<file path="config.mk">
export PLATFORM = sky130hd
export DESIGN_NAME = spine_leaf_adapter
export DESIGN_NICKNAME = d
export VERILOG_FILES = /design/src/rtl/spine_pkg.sv /design/src/rtl/spine_sync_fifo.sv /design/src/rtl/spine_leaf_adapter.sv
export SDC_FILE = /design/constraint.sdc
export NUM_CORES = 1
export LEC_CHECK = 0
export ABC_CLOCK_PERIOD_IN_PS = 2900
export BUFFER_PORTS_ARGS = -buffer_cell sky130_fd_sc_hd__buf_2
export CAP_MARGIN = 20
export CORE_UTILIZATION = 35
export CTS_BUF_LIST = sky130_fd_sc_hd__clkbuf_4 sky130_fd_sc_hd__clkbuf_8
export CTS_CLUSTER_SIZE = 14
export DETAILED_ROUTE_END_ITERATION = 12
export PLACE_DENSITY_LB_ADDON = 0.12
export SYNTH_ARGS = -nofsm -noshare
export SYNTH_HDL_FRONTEND = slang
export SYNTH_SLANG_ARGS = --single-unit
</file>
<file path="constraint.sdc">
create_clock -name ACLK -period 2.9 [get_ports ACLK]
set_input_delay 0.435 -clock ACLK [delete_from_list [all_inputs] [get_ports ACLK]]
set_output_delay 0.435 -clock ACLK [all_outputs]
set_load 0.02 [all_outputs]
</file>
<file path="src/rtl/spine_pkg.sv">
// Shared types and constants for the spine-side leaf adapter.
// The top module's optional statistics counters are enabled by the
// SPINE_STATS_EN macro; nothing in this package depends on it.
package spine_pkg;

  localparam int DWIDTH_DEF = 16;
  localparam int ADDR_W_DEF = 6;

  // The destination always occupies the top six bits of a flit.
  localparam int DEST_W   = 6;
  localparam int DEST_MSB = DWIDTH_DEF - 1;
  localparam int DEST_LSB = DWIDTH_DEF - DEST_W;

  // Widest flit the dest helper can take apart.
  localparam int MAX_FLIT_W = 64;

  typedef enum logic [1:0] {
    IDLE = 2'd0,
    SEND = 2'd1,
    GAP  = 2'd2
  } egress_state_t;

  // Pull the destination field out of a flit of width dwidth.
  // The flit must be zero-extended to MAX_FLIT_W.
  function automatic logic [DEST_W-1:0] flit_dest(
    input logic [MAX_FLIT_W-1:0] flit,
    input int                    dwidth
  );
    return flit[dwidth-1 -: DEST_W];
  endfunction

endpackage

</file>
<file path="src/rtl/spine_sync_fifo.sv">
// First-word-fall-through synchronous FIFO.
// The head entry is on o_rdata whenever o_empty is low, and it holds steady
// until it is popped. A push into a full FIFO only lands when it is paired
// with a pop. A pop from an empty FIFO is ignored.
module spine_sync_fifo #(
  parameter  int WIDTH = 16,
  parameter  int DEPTH = 8,
  localparam int AW    = $clog2(DEPTH),
  localparam int LW    = AW + 1
) (
  input  logic             clk,
  input  logic             rst_n,
  input  logic             i_push,
  input  logic [WIDTH-1:0] i_wdata,
  input  logic             i_pop,
  output logic [WIDTH-1:0] o_rdata,
  output logic             o_full,
  output logic             o_empty,
  output logic [LW-1:0]    o_level
);

  logic [WIDTH-1:0] r_mem [DEPTH];
  logic [AW-1:0]    r_wr_ptr;
  logic [AW-1:0]    r_rd_ptr;
  logic [LW-1:0]    r_level;
  logic             w_push;
  logic             w_pop;

  assign o_empty = (r_level == '0);
  assign o_full  = (r_level == LW'(DEPTH));
  assign w_pop   = i_pop && !o_empty;
  assign w_push  = i_push && (!o_full || w_pop);
  assign o_rdata = r_mem[r_rd_ptr];
  assign o_level = r_level;

  // Write the incoming flit into the slot at the write pointer.
  // NOTE: the storage array has no reset because r_level alone decides which
  // entries are valid, and a reset on the array would prevent RAM inference.
  // NOTE: sequential state always uses non-blocking assignment, so every flop
  // samples its inputs from before the clock edge.
  always_ff @(posedge clk) begin
    if (w_push) begin
      r_mem[r_wr_ptr] <= i_wdata;
    end
  end

  // Advance the pointers and track the occupancy. DEPTH is a power of two,
  // so the pointers wrap on their own.
  always_ff @(posedge clk or negedge rst_n) begin
    if (!rst_n) begin
      r_wr_ptr <= '0;
      r_rd_ptr <= '0;
      r_level  <= '0;
    end else begin
      if (w_push) begin
        r_wr_ptr <= r_wr_ptr + AW'(1);
      end
      if (w_pop) begin
        r_rd_ptr <= r_rd_ptr + AW'(1);
      end
      case ({w_push, w_pop})
        2'b10:   r_level <= r_level + LW'(1);
        2'b01:   r_level <= r_level - LW'(1);
        default: r_level <= r_level;
      endcase
    end
  end

endmodule

</file>
<file path="src/rtl/spine_leaf_adapter.sv">
// Spine-side endpoint for one leaf-router spine link.
//
// Ingress: the leaf's spine output has no backpressure, so each flit goes
// into a FWFT FIFO that drains to the spine core over valid/ready. A flit
// that arrives while the FIFO is full and not being popped is dropped and
// counted.
//
// Egress: core flits become single-cycle valid pulses toward the leaf,
// with MIN_GAP forced idle cycles after each pulse.
//
// Define SPINE_STATS_EN to add the 16-bit tx/rx flit counters. Without it,
// tx_flit_cnt and rx_flit_cnt are tied to zero.
module spine_leaf_adapter
  import spine_pkg::*;
#(
  parameter  int DWIDTH  = DWIDTH_DEF,
  parameter  int ADDR_W  = ADDR_W_DEF,
  parameter  int DEPTH   = 8,
  parameter  int MIN_GAP = 0,
  localparam int LVL_W   = $clog2(DEPTH) + 1
) (
  input  logic              ACLK,
  input  logic              ARESETn,
  // Ingress from the leaf router
  input  logic [DWIDTH-1:0] leaf_out_data,
  input  logic              leaf_out_valid,
  // Ingress to the spine core
  output logic [DWIDTH-1:0] core_tx_data,
  output logic [ADDR_W-1:0] core_tx_dest,
  output logic              core_tx_valid,
  input  logic              core_tx_ready,
  // Egress from the spine core
  input  logic [DWIDTH-1:0] core_rx_data,
  input  logic [ADDR_W-1:0] core_rx_dest,
  input  logic              core_rx_valid,
  output logic              core_rx_ready,
  // Egress to the leaf router
  output logic [DWIDTH-1:0] leaf_in_data,
  output logic              leaf_in_valid,
  output logic [ADDR_W-1:0] leaf_dest_addr,
  // Status
  output logic [LVL_W-1:0]  fifo_level,
  output logic [7:0]        drop_cnt,
  output logic              overflow,
  output logic [15:0]       tx_flit_cnt,
  output logic [15:0]       rx_flit_cnt
);

  localparam int GAP_W = 4;

  // ---------------------------------------------------------------- ingress
  logic [DWIDTH-1:0] w_head;
  logic              w_full;
  logic              w_empty;
  logic              w_push;
  logic              w_pop;
  logic              w_drop;
  logic [7:0]        r_drop_cnt;
  logic              r_overflow;

  assign w_pop  = core_tx_valid && core_tx_ready;
  assign w_push = leaf_out_valid && (!w_full || w_pop);
  assign w_drop = leaf_out_valid && w_full && !w_pop;

  spine_sync_fifo #(
    .WIDTH (DWIDTH),
    .DEPTH (DEPTH)
  ) u_ingress_fifo (
    .clk     (ACLK),
    .rst_n   (ARESETn),
    .i_push  (w_push),
    .i_wdata (leaf_out_data),
    .i_pop   (w_pop),
    .o_rdata (w_head),
    .o_full  (w_full),
    .o_empty (w_empty),
    .o_level (fifo_level)
  );

  assign core_tx_valid = !w_empty;
  assign core_tx_data  = w_head;
  assign core_tx_dest  = ADDR_W'(flit_dest(MAX_FLIT_W'(w_head), DWIDTH));

  // Count flits lost to overflow (saturating) and latch the sticky flag.
  always_ff @(posedge ACLK or negedge ARESETn) begin
    if (!ARESETn) begin
      r_drop_cnt <= '0;
      r_overflow <= 1'b0;
    end else if (w_drop) begin
      if (r_drop_cnt != 8'hFF) begin
        r_drop_cnt <= r_drop_cnt + 8'd1;
      end
      r_overflow <= 1'b1;
    end
  end

  assign drop_cnt = r_drop_cnt;
  assign overflow = r_overflow;

  // ----------------------------------------------------------------- egress
  egress_state_t     r_state;
  egress_state_t     w_state_nxt;
  logic [GAP_W-1:0]  r_gap_cnt;
  logic [GAP_W-1:0]  w_gap_nxt;
  logic              r_live;
  logic              w_rx_ready;
  logic              w_capture;
  logic [DWIDTH-1:0] r_leaf_data;
  logic [ADDR_W-1:0] r_leaf_dest;

  // Hold core_rx_ready low until the first clock edge after reset release.
  always_ff @(posedge ACLK or negedge ARESETn) begin
    if (!ARESETn) begin
      r_live <= 1'b0;
    end else begin
      r_live <= 1'b1;
    end
  end

  // Egress state and gap counter registers.
  always_ff @(posedge ACLK or negedge ARESETn) begin
    if (!ARESETn) begin
      r_state   <= IDLE;
      r_gap_cnt <= '0;
    end else begin
      r_state   <= w_state_nxt;
      r_gap_cnt <= w_gap_nxt;
    end
  end

  // Next-state logic and core-side ready. With MIN_GAP=0, SEND keeps
  // accepting so that flits go out back to back.
  always_comb begin
    // NOTE: every signal gets a default here first, so no path through the
    // case statement can leave one unassigned and infer a latch.
    w_state_nxt = r_state;
    w_gap_nxt   = r_gap_cnt;
    w_rx_ready  = 1'b0;
    unique case (r_state)
      IDLE: begin
        w_rx_ready = r_live;
        if (r_live && core_rx_valid) begin
          w_state_nxt = SEND;
        end
      end
      SEND: begin
        if (MIN_GAP == 0) begin
          w_rx_ready  = 1'b1;
          w_state_nxt = core_rx_valid ? SEND : IDLE;
        end else begin
          w_state_nxt = GAP;
          w_gap_nxt   = GAP_W'(MIN_GAP - 1);
        end
      end
      GAP: begin
        if (r_gap_cnt == '0) begin
          w_state_nxt = IDLE;
        end else begin
          w_gap_nxt = r_gap_cnt - GAP_W'(1);
        end
      end
      default: begin
        w_state_nxt = IDLE;
      end
    endcase
  end

  assign w_capture = w_rx_ready && core_rx_valid;

  // Capture the accepted core flit. It is held for the leaf until the next
  // capture.
  always_ff @(posedge ACLK or negedge ARESETn) begin
    if (!ARESETn) begin
      r_leaf_data <= '0;
      r_leaf_dest <= '0;
    end else if (w_capture) begin
      r_leaf_data <= core_rx_data;
      r_leaf_dest <= core_rx_dest;
    end
  end

  assign core_rx_ready  = w_rx_ready;
  assign leaf_in_valid  = (r_state == SEND);
  assign leaf_in_data   = r_leaf_data;
  assign leaf_dest_addr = r_leaf_dest;

  // ------------------------------------------------------------- statistics
`ifdef SPINE_STATS_EN
  logic [15:0] r_tx_cnt;
  logic [15:0] r_rx_cnt;

  // Count core pops and leaf pulses. Both counters wrap at 16 bits.
  always_ff @(posedge ACLK or negedge ARESETn) begin
    if (!ARESETn) begin
      r_tx_cnt <= '0;
      r_rx_cnt <= '0;
    end else begin
      if (w_pop) begin
        r_tx_cnt <= r_tx_cnt + 16'd1;
      end
      if (leaf_in_valid) begin
        r_rx_cnt <= r_rx_cnt + 16'd1;
      end
    end
  end

  assign tx_flit_cnt = r_tx_cnt;
  assign rx_flit_cnt = r_rx_cnt;
`else
  assign tx_flit_cnt = '0;
  assign rx_flit_cnt = '0;
`endif

endmodule

</file>
==> results.tsv <==
stage	metric	value	unit
status	outcome	finished, final reports clean	
floorplan	dieArea	0.02101	mm^2
critical_path	reg2reg_from	u_ingress_fifo.o_level[2]	
pwr	power_frac_comb	34.4	%
placement	dpl.hpwl	8495	um
timing	final.setup.tns	0	ns
clock_network	clock_latency	0.45	ns
clock_network	h-tree-depth	4	
clock_network	cts.repair.resized	0	
route	routed_wl	13250	um
timing	min_period_over_period	93.55	%
clock_network	ctsRootBufferMaster	clkbuf_8	
logic_synthesis	synthMuxAreaShare	18.53	%
route	drcViolationCount	0	
critical_path	startpoint_type	flop	
route	ant_nets	0	
critical_path	end_kind	output pin	
critical_path	startpoint	u_ingress_fifo.r_rd_ptr[0]	
floorplan	pin_count	135	
timing	fin_crit	2.713	ns
finish	areaGrowthSynthToFinish	16.89	%
pwr	swShare	34.83	%
critical_path	worst-path-max-fanout	10	
route	first_pass_iters	4	
clock_network	cts.sinks	171	
pwr	internal-power	0.004945	W
pwr	power_frac_seq	43.5	%
min_path	hold_path.class	in2reg	
timing	slew_viol_final	0	
route	vias_per_cell	4.574	
route	dr.first_iter.drc_count	114	
run	maxCapViolations	0	
critical_path	critPathKind	reg2out	
placement	routabilityCongestion	0.7295	
clock_network	cts_setup_buffers	0	
finish	n_antenna_cell	0	
logic_synthesis	syn_area_per_cell	19.12	um^2
critical_path	cp_top_family	multiplexers	
critical_path	cpPeakStageDelay	0.56	ns
logic_synthesis	synth_xor_xnor_area_share	1.470	%
logic_synthesis	async_flop_share	25.15	%
placement	dpl_worst_slack	0.3726	ns
critical_path	crit_required	2.47	ns
logic_synthesis	syn_area	0.007151	mm^2
timing	finalClockSkew	0.01067	ns
floorplan	row_count	51	
route	wl_per_cell	17.12	um
logic_synthesis	yosys_warnings	0	
floorplan	chipWidth	144.9	um
timing	max_freq	368.6	MHz
grt	overflow	0	
floorplan	core	0.01972	mm^2
grt	grt_pass1_vias	3732	
logic_synthesis	synth_flop_cell	edfxtp_1	
pwr	peakVddDrop	0.2731	mV
logic_synthesis	synth_edf_count	128	
critical_path	arrival	2.28	ns
pwr	pwr-share-clk	22.2	%
logic_synthesis	ys_types	38	
grt	grt_antenna_before_repair	1	
logic_synthesis	synth_compound_area_share	0.8924	%
clock_network	numCtsBuffers	17	
pwr	p_total	0.007589	W
clock_network	clk_path_buf_depth	2	
placement	numPortBuffers	102	
min_path	hold_path.startpoint	core_rx_data[5]	
timing	tightest_slew	0.4898	ns
floorplan	die_h	144.9	um
clock_network	clkTransAtPathRegs	0.10	ns
pwr	p_sw	0.002644	W
pwr	p_leak	3.234	nW
finish	drive_gt1_share	43.22	%
critical_path	crit_buf_inv	2	
logic_synthesis	synthAdderAreaFrac	1.050	%
critical_path	cpMaxStageDelayCell	mux4_1	
timing	slew_headroom	67.10	%
finish	fin_nets	545	
pwr	p_per_area	908.0	mW/mm^2
logic_synthesis	synthSimpleGateAreaFrac	3.587	%
timing	rsz0062_at_grt	false	
clock_network	cts_tree	yes	
route	dr_total_vias	3540	
critical_path	crit_chain	buf_4 -> mux4_1 -> mux2_2 -> buf_2	
logic_synthesis	synth_top_family_by_area	multiplexers	
logic_synthesis	syn_inst	374	
grt	track_usage	13.36	%
floorplan	start_util	36.26	%
timing	hold_viol	0	
timing	worst_slack	0.1871	ns
clock_network	ctsHoldBuffers	0	
critical_path	reg2reg_slack	0.36	ns
grt	grt_pass1_wl	20830	um
logic_synthesis	yosysSeqAreaShare	68.80	%
grt	grt_max_degree	44	
logic_synthesis	ys_seq_elements	171	
timing	final-setup-viol-count	0	
[layer usage]
layer  part of all wire [%]  vias to the layer above  GRT usage, %  wire (um)
met4                    1.5                        2         5.266        193
met3                    6.5                       17         4.214        858
met1                     42                     1767         16.00       5546
met5                  0.098                        -             0         13
met2                     50                      119         22.33       6640
li1                       -                     1635             -          -
[power groups by stage]
stage / sequential, W / combinational, W / clock (W)
4_1_cts: 0.00331 / 0.00269 / 0.00176
5_1_grt: 0.00335 / 0.00283 / 0.00185
2_1_floorplan: 0.00337 / 0.00194 / 0
6_report: 0.00330 / 0.00261 / 0.00168
3_5_place_dp: 0.00336 / 0.00268 / 0
3_3_place_gp: 0.00334 / 0.00267 / 0
[synthesized netlist by cell type (2+ instances only)]
cell type	instances	area share [%]
a21oi_1	3	0.21
buf_2	3	0.21
buf_4	38	4.0
buf_6	5	0.79
clkbuf_1	6	0.31
conb_1	2	0.11
dfrtp_1	43	15
edfxtp_1	128	54
ha_1	6	1.0
inv_1	5	0.26
mux2_2	44	6.9
mux4_1	25	9.2
mux4_2	7	2.2
nand2_1	4	0.21
nand2b_1	5	0.44
nand3_1	4	0.28
nand3b_1	2	0.21
nand4_1	3	0.26
nor2_1	5	0.26
nor3_1	4	0.28
o21ai_0	3	0.21
or2_2	3	0.26
xnor2_1	8	0.98
xor2_1	4	0.49
[layout by cell type, fill, tap and decap left out, types with 2 or more instances in the layout]
master,n
mux4_2,7
nand2b_1,5
mux4_1,25
nand4_1,3
inv_8,4
clkbuf_8,17
dfrtp_1,42
clkinv_4,3
xnor2_1,8
nand2_1,4
nor2_1,5
nand3b_1,2
clkinv_8,2
nand3_1,4
inv_6,3
nor3_2,4
conb_1,33
inv_1,5
edfxtp_1,128
buf_2,102
buf_4,19
buf_12,2
a21oi_1,3
or2_2,3
o21ai_0,3
mux2_2,44
xor2_1,4
ha_1,6
[worst paths after layout]
kind | endpoint | depth (start not counted)
setup reg to reg | u_ingress_fifo.o_level[2] | 10
min in group asynchronous | u_ingress_fifo.r_rd_ptr[0] | 2
hold / removal | leaf_in_data[5] | 2
hold reg to reg | overflow | 1
setup / recovery | core_tx_dest[2] | 4
max in group asynchronous | drop_cnt[6] | 3
[stage by stage]
stage	hold WS, ns	cell area [um^2]	utilization [%]	instances
3_5_place_dp	0.4620	7920	40.17	740
2_1_floorplan	0.1394	7267	-	405
6_report	0.2016	8358	42.39	774
3_3_place_gp	0.4495	7920	40.17	740
5_1_grt	0.1639	8358	42.39	774
4_1_cts	0.1460	8328	42.24	772
[sequential cells by signal, summed over array words and instances (netlist names)]
signal	flops
r_live	1
r_state	1
drop_cnt	8
leaf_dest_addr	6
u_ingress_fifo.r_wr_ptr	3
overflow	1
u_ingress_fifo.r_mem	128
u_ingress_fifo.r_rd_ptr	3
leaf_in_data	16
u_ingress_fifo.o_level	4
[worst register-to-register path, stage by stage (launching register included)]
cell and delay (ns):
dfrtp_1 0.52, or4_4 0.61, nand2_2 0.12, inv_1 0.07, ha_1 0.26, xor2_1 0.16
ha_1 0.19, a21oi_1 0.14, xor2_1 0.16, nor2_1 0.06, xor2_1 0.14
[final cells by class]
cell class              count  area [um^2]
clock buffers              17        234.0
clock inverters            15        173.9
fillers                  1779        11360
inverters                   5        18.77
multi-input cells         177         1976
flip-flops and latches    171         4921
well taps                 265        331.6
repair buffers            124        703.2
[cells by family (layout without fill, tap and decap cells)]
| family | Yosys count | after routing |
|---|---|---|
| flops | 171 | 171 |
| mux | 77 | 77 |
| buf+inv | 57 | 161 |
| simple gates | 41 | 41 |
| xor+xnor | 12 | 12 |
| compound gates | 8 | 8 |
| fa+ha+maj | 6 | 6 |
| other cells | 2 | 33 |
(Power assumes the default switching activity.)
